--- src/rtl/button_pkg.sv ---
// Shared types and constants for the pushbutton write-strobe front end.
package button_pkg;

    // Debounce FSM states.
    typedef enum logic [1:0] {
        IDLE         = 2'd0,
        PRESS_WAIT   = 2'd1,
        HELD         = 2'd2,
        RELEASE_WAIT = 2'd3
    } btn_state_t;

    // 10 ms at the board clock rate.
    localparam int unsigned DEBOUNCE_CYCLES_DEFAULT = 1_000_000;
    localparam int unsigned BOARD_CLK_HZ            = 100_000_000;

endpackage

--- src/rtl/sync_2ff.sv ---
// Two-flop synchroniser for asynchronous board inputs.
module sync_2ff #(
    parameter int unsigned WIDTH = 1
) (
    input  logic             clk,
    input  logic             reset,
    input  logic [WIDTH-1:0] d,
    output logic [WIDTH-1:0] q
);

    logic [WIDTH-1:0] meta_q, meta_d;
    logic [WIDTH-1:0] sync_q, sync_d;

    // Shift the raw input through the two stages.
    always_comb begin
        meta_d = d;
        sync_d = meta_q;
    end

    // Synchroniser stages, cleared by synchronous reset.
    always_ff @(posedge clk) begin
        if (reset) begin
            meta_q <= '0;
            sync_q <= '0;
        end else begin
            meta_q <= meta_d;
            sync_q <= sync_d;
        end
    end

    assign q = sync_q;

endmodule

--- src/rtl/button_write_strobe.sv ---
// Debounces the centre pushbutton and issues a one-cycle write command
// (strobe, slot, data) captured at the moment a press is accepted.
module button_write_strobe
    import button_pkg::*;
#(
    parameter int unsigned DEBOUNCE_CYCLES = DEBOUNCE_CYCLES_DEFAULT,
    parameter int unsigned DATA_W          = 8,
    parameter int unsigned SEL_W           = 2,
    parameter int unsigned CNT_W           = 20
) (
    input  logic              clk,
    input  logic              reset,
    input  logic              btn_raw,
    input  logic [DATA_W-1:0] data_in,
    input  logic [SEL_W-1:0]  sel_in,
    output logic              wr_en,
    output logic [SEL_W-1:0]  wr_sel,
    output logic [DATA_W-1:0] wr_data,
    output logic              btn_level,
    output logic [7:0]        press_count
);

    localparam logic [CNT_W-1:0] CntLast = CNT_W'(DEBOUNCE_CYCLES - 1);

    logic              btn_s;
    logic [DATA_W-1:0] data_s;
    logic [SEL_W-1:0]  sel_s;

    sync_2ff #(
        .WIDTH (1)
    ) u_sync_btn (
        .clk   (clk),
        .reset (reset),
        .d     (btn_raw),
        .q     (btn_s)
    );

    // Switches share one synchroniser so slot and data stay paired.
    sync_2ff #(
        .WIDTH (SEL_W + DATA_W)
    ) u_sync_sw (
        .clk   (clk),
        .reset (reset),
        .d     ({sel_in, data_in}),
        .q     ({sel_s, data_s})
    );

    btn_state_t        state_q, state_d;
    logic [CNT_W-1:0]  cnt_q, cnt_d;
    logic              wr_en_q, wr_en_d;
    logic [SEL_W-1:0]  wr_sel_q, wr_sel_d;
    logic [DATA_W-1:0] wr_data_q, wr_data_d;
    logic              btn_level_q, btn_level_d;
    logic [7:0]        press_count_q, press_count_d;

    // Debounce FSM next state, strobe generation and press capture.
    always_comb begin
        state_d       = state_q;
        cnt_d         = cnt_q;
        wr_en_d       = 1'b0;
        wr_sel_d      = wr_sel_q;
        wr_data_d     = wr_data_q;
        press_count_d = press_count_q;
        unique case (state_q)
            IDLE: begin
                if (btn_s) begin
                    state_d = PRESS_WAIT;
                    cnt_d   = '0;
                end
            end
            PRESS_WAIT: begin
                if (!btn_s) begin
                    state_d = IDLE;
                end else if (cnt_q == CntLast) begin
                    state_d       = HELD;
                    wr_en_d       = 1'b1;
                    wr_sel_d      = sel_s;
                    wr_data_d     = data_s;
                    press_count_d = press_count_q + 8'd1;
                end else begin
                    cnt_d = cnt_q + CNT_W'(1);
                end
            end
            HELD: begin
                if (!btn_s) begin
                    state_d = RELEASE_WAIT;
                    cnt_d   = '0;
                end
            end
            RELEASE_WAIT: begin
                // A bounce back high returns to HELD without a new strobe.
                if (btn_s) begin
                    state_d = HELD;
                end else if (cnt_q == CntLast) begin
                    state_d = IDLE;
                end else begin
                    cnt_d = cnt_q + CNT_W'(1);
                end
            end
            default: state_d = IDLE;
        endcase
        btn_level_d = (state_d == HELD) || (state_d == RELEASE_WAIT);
    end

    // State and output registers with synchronous reset.
    always_ff @(posedge clk) begin
        if (reset) begin
            state_q       <= IDLE;
            cnt_q         <= '0;
            wr_en_q       <= 1'b0;
            wr_sel_q      <= '0;
            wr_data_q     <= '0;
            btn_level_q   <= 1'b0;
            press_count_q <= '0;
        end else begin
            state_q       <= state_d;
            cnt_q         <= cnt_d;
            wr_en_q       <= wr_en_d;
            wr_sel_q      <= wr_sel_d;
            wr_data_q     <= wr_data_d;
            btn_level_q   <= btn_level_d;
            press_count_q <= press_count_d;
        end
    end

    assign wr_en       = wr_en_q;
    assign wr_sel      = wr_sel_q;
    assign wr_data     = wr_data_q;
    assign btn_level   = btn_level_q;
    assign press_count = press_count_q;

endmodule

--- config.mk ---
export PLATFORM = sky130hd
export DESIGN_NAME = button_write_strobe
export DESIGN_NICKNAME = d
export VERILOG_FILES = /design/src/rtl/button_pkg.sv /design/src/rtl/sync_2ff.sv /design/src/rtl/button_write_strobe.sv
export SDC_FILE = /design/constraint.sdc
export NUM_CORES = 1
export LEC_CHECK = 0
export CAP_MARGIN = 10
export CORE_MARGIN = 10
export CORE_UTILIZATION = 50
export CTS_CLUSTER_SIZE = 10
export DETAILED_ROUTE_END_ITERATION = 10
export PLACE_DENSITY = 0.73
export SKIP_LAST_GASP = 1
export SLEW_MARGIN = 20
export SYNTH_ARGS = -nofsm -noshare
export SYNTH_HDL_FRONTEND = slang
export SYNTH_HIERARCHICAL = 1
export SYNTH_SLANG_ARGS = --single-unit
export TNS_END_PERCENT = 5
--- constraint.sdc ---
create_clock -name clk -period 3.1 [get_ports clk]
set_input_delay 0.93 -clock clk [delete_from_list [all_inputs] [get_ports clk]]
set_output_delay 0.93 -clock clk [all_outputs]
set_load 0.05 [all_outputs]
=== Yosys cells after proc, flatten, opt, wreduce, memory -nomap -nowiden ===
Index checks and enable logic that the tools add are counted.

* Register bits: 64
* Latch bits: 0
* Bits in writable memories: 0
* ROM bits: 0
* Input port bits: 13
* Output and inout bits: 20
* Word-level logic and storage cells: 44
* Memories kept: 0

* Add/sub/neg operators: 2
* $mul: 0
* Divide/modulo/power cells: 0
* Order comparisons: 0
* Eq/ne operators: 10
* Shifts and indexed selects: 0
* Mux-type cells: 14
* Bitwise gates (word level): 2
* Reductions and logical operators: 5

{| class="wikitable"
|+ Operators by type and width
! cell !! count
|-
| 20-bit 2-to-1 mux || 5
|-
| 20-bit case mux with 4 select lines || 1
|-
| 20-bit by 1-bit adder with 20-bit output (second input constant) || 1
|-
| 20-bit == test (second input constant) || 1
|-
| 2-bit 2-to-1 mux || 6
|-
| 8-bit by 1-bit adder with 8-bit output (second input constant) || 1
|-
| 2-bit == test (second input constant) || 4
|-
| 2-bit case mux with 4 select lines || 1
|-
| 2-bit by 1-bit != test with 1-bit output (second input constant) || 2
|-
| 2-bit != test (second input constant) || 2
|-
| 4-bit AND reduction || 1
|-
| 3-bit AND reduction || 1
|-
| 3-bit OR reduction || 1
|-
| 2-bit by 1-bit == test with 1-bit output (second input constant) || 1
|-
| 2-bit zero test || 1
|-
| 1-bit NOT || 2
|-
| 1-bit logical OR || 1
|-
| 1-bit 2-to-1 mux || 1
|}

=== Longest topological paths before layout ===
* Depth in word-level cells: 6
* Mapped depth: 7
* Depth with buffers taken out: 5

=== By module ===
Netlist, hierarchy kept.

{| class="wikitable"
|+ By module, submodules not included
! module !! times used !! cells an instance !! area each (µm²) !! sequential area each (µm²)
|-
| button_write_strobe || 1 || 239 || 2147.1 || 840.8
|-
| sync_2ff at u_sync_sw || 1 || 42 || 618.1 || 400.4
|-
| sync_2ff at u_sync_btn || 1 || 4 || 52.6 || 40.0
|}

=== Worst setup path before layout ===
OpenSTA, ideal clock, no wires.

* Path type: register to register
* Start: reg cnt_q[0]
* End: reg press_count_q[7], in the netlist press_count[7]
* Setup time: 0.123 ns
* Data arrival time: 1.760 ns
* Data required time: 2.977 ns
* Setup slack: 1.216 ns
* Cell stages (with the launch flop): 7
* Path buffers: 1
* Period minus slack after synthesis: 1.884 ns
* Path through: dfxtp_1 > ha_1 > and4_1 > nand2_1 > clkbuf_1 > nor4_1 > mux2_1

* Cells in the longest elaborated chain, start to end: 2

{| class="wikitable"
|+ RTL lines
! what !! RTL line !! text
|-
| start, declared || button_write_strobe.sv:49 || <nowiki>logic [CNT_W-1:0] cnt_q, cnt_d;</nowiki>
|-
| start signal, assigned || button_write_strobe.sv:117 || <nowiki>cnt_q <= cnt_d;</nowiki>
|-
| 20-bit == test || button_write_strobe.sv:74 || <nowiki>end else if (cnt_q == CntLast) begin</nowiki>
|-
| 3-bit AND reduction (no source line) || n/a ||
|-
| end signal, assigned || button_write_strobe.sv:122 || <nowiki>press_count_q <= press_count_d;</nowiki>
|-
| end, declared || button_write_strobe.sv:54 || <nowiki>logic [7:0] press_count_q, press_count_d;</nowiki>
|}

Every way passes these cells.
A chain may end at the register's enable or synchronous reset.

=== Final worst setup path ===
* Start: reg press_count_q[0], in the netlist press_count[0]
* End: out press_count[0]

{| class="wikitable"
|+ RTL lines
! what !! RTL line !! text
|-
| end, declared || button_write_strobe.sv:20 || <nowiki>output logic [7:0] press_count</nowiki>
|}

No word-level cell between the ends.

==> metrics <==
DRC Markers=0; I/O Pins=33; Synth area leader=dfxtp_1; drt first pass iters=4; critical path class=flop to output pin; CTS tree=yes; sw frac=0.2272; synth unique cells=between 40 and 50; CP endpoint=press_count[0]; critical path fanouts, max=6; CORE AREA=around 5500 sq um; CP max stage cell=clkdlybuf4s50_1; critical path depth in cells=1; Worst Max-Slew Pin Slew=between 0.7 and 0.8 ns; crit end category=output pin; setup_tns=0 ns; total design power=between 1500 and 2000 uW; delay-heaviest family, CP=buffers and inverters; Yosys top cell area share=0.4547; dpl hpwl=just under 4000 microns; Die Height=approximately 95 microns; number of antenna violations at the first check in global routing=0; fin util=0.6182; largest net degree at the start of global routing=52; top cells by area, synth=dfxtp_1, a21oi_1, nor2b_2; Antenna Violating Nets Remaining=0; Placed Area=3157 sq um; Syn. warnings=6; r2r endpoint=press_count[3]; Final Hold Vio Count=0; # Post-CTS Setup Buffers=0; crit path cell chain=clkdlybuf4s50_1; final setup fails=0; Worst Skew=0.007501 ns; PD cells=507.9 nW/um^2; CP Buf/Inv Count=1; mapped cell area=roughly 2800 sq um; Lkg Pwr=0.001131 uW; setup ws final=0.5783 ns; ys async rst share=0; GRT Total Usage=0.1414; Post-synth EDFFs=0; clock root buffer=clkbuf_8; most frequent cells after synthesis=dfxtp_1, a21oi_1, nand2_1, nand4_1, o31ai_1; max cap viols=0; CP max stage delay=~0.84 ns; GRT Max-Usage Layer=met2; vias=2247; nets=330; Port Buffers=32; vias in the first global route=~2000; FF-to-FF Start=cnt_q[0]; CTS sink cnt=64; die footprint=between 9000 and 10000 sq um; Congestion Overflow GR=0; first-pass GRT wire length=between 10000 and 15000 microns; fillers=between 500 and 600; count of pins over their slew limit=0; period utilization=0.8135; H-tree depth=3; Mapped Avg Cell Area=a little under 10 sq um; Clock power frac=0.473; Setup WS pre-CTS=between 0.8 and 0.9 ns; Fmax=about 0.4 GHz; normalized max-slew margin=0.5040; Synth Instances=285; RSZ-0062 raised after global routing=no; multi-input gate area in the final layout=between 1000 and 1500 sq um; cell internal pwr=1328 uW; VDD IR max=~0.37 mV; GPL Wtd Cong=0.8330; die width=95.07 microns; met1 Usage GRT=0.1856; Final Cell Area=~3400 sq um; antenna diode count=0; Flop pwr share=0.490; Site Rows=27; Mapped Nets=300; most common cell in the netlist=dfxtp_1; routing usage on met2=0.2017; CP Launch Point=press_count[0]; CTS max path bufs=2; fraction of layout cells with a size suffix above 1=0.1563; Post-CTS Resized=0; Critical Path RT=between 2 and 2.5 ns; synthesis-stage register bit count=64; status=completed; minimum clock period=2.522 ns; # hold bufs at CTS=0; WL final=6076 microns; CTS Buf Count=9; R2R setup slack=~0.75 ns; Storage cell area=approximately 1300 sq um; Comb pwr share=0.038; Sw Pwr=between 300 and 400 uW; Hold Crit Class=flop to flop; R2R depth=5; Starting Density=0.5149; Wirelength per Cell=15.50 microns; Clock Latency Late Sink=approximately 0.34 ns; Initial DRC Count=between 100 and 150; nature of the critical path startpoint=flop; met3 Usage GRT=0.06049; vias per inst=5.732; Post-synth top flop=dfxtp_1; Worst-path clk slew=0.08 ns; Synth-to-Final Area Change=20.07%; register area share after synthesis=0.4547; CP arrival=1.59 ns
## flip-flops by register name, indices dropped and copies added (netlist names)
register	count
u_sync_sw/meta_q	10
wr_sel	2
u_sync_btn/meta_q	1
state_q	2
u_sync_sw/q	10
wr_data	8
btn_level	1
wr_en	1
u_sync_btn/q	1
cnt_q	20
press_count	8
## routing by layer
metal,share of wire,vias to the layer above
li1,-,1125
met2,0.46,45
met1,0.48,1070
met3,0.051,7
met5,0,-
met4,0.011,0
## cells by family after synthesis
family | share of synthesized area
flops | 0.4547
fa+ha+maj | 0.008880
buf+inv | 0.03552
compound gates | 0.1385
simple gates | 0.3126
mux | 0.03064
xor+xnor | 0.01910
## placed cells by master, fill, tap and decap left out, types with 3 or more instances in the layout
master and instances:
a21oi_1 28, and4_1 8, buf_4 3, clkbuf_8 9
clkdlybuf4s50_1 31, dfxtp_1 64, inv_1 3, mux2_1 3
mux2i_1 3, nand2_1 17, nand2b_1 4, nand3_1 8
nand4_1 17, nor2_1 9, nor2b_1 8, nor2b_2 16
nor2b_4 4, nor3_1 4, nor4_1 3, o21ai_0 7
o31ai_1 17, or3_1 4, or4_1 8
## metrics by stage
stage	hold WS, ns	instances
2_1_floorplan	0.4138	285
3_3_place_gp	0.4164	376
3_5_place_dp	0.4217	376
4_1_cts	0.4441	392
5_1_grt	0.4537	392
6_report	0.4422	392
## layout make-up
class                           instances  area share
Inverter                                3    0.003328
Tap cell                               72     0.02663
Clock inverter                          7     0.03033
Sequential cell                        64      0.3787
Multi-Input combinational cell        202      0.4246
Clock buffer                            9     0.03661
Timing Repair Buffer                   35     0.09985
## power by group through the flow
stage	sequential, uW	clock [uW]	combinational (uW)
2_1_floorplan	859	0	45.0
3_3_place_gp	860	0	63.7
3_5_place_dp	860	0	64.9
4_1_cts	841	823	65.3
5_1_grt	843	874	71.0
6_report	841	812	65.1
## worst min path at each step
stage                   startpoint        endpoint  slack [ns]  depth (start not counted)
3_3_place_gp   u_sync_sw/meta_q[8]  u_sync_sw/q[8]        0.42                          1
3_5_place_dp   u_sync_sw/meta_q[0]  u_sync_sw/q[0]        0.42                          1
6_report       u_sync_sw/meta_q[5]  u_sync_sw/q[5]        0.44                          1
4_1_cts        u_sync_sw/meta_q[0]  u_sync_sw/q[0]        0.44                          1
5_1_grt          u_sync_btn/meta_q    u_sync_btn/q        0.45                          1
2_1_floorplan    u_sync_btn/meta_q    u_sync_btn/q        0.41                          1
No activity file was read; power rests on OpenSTA's default activity.
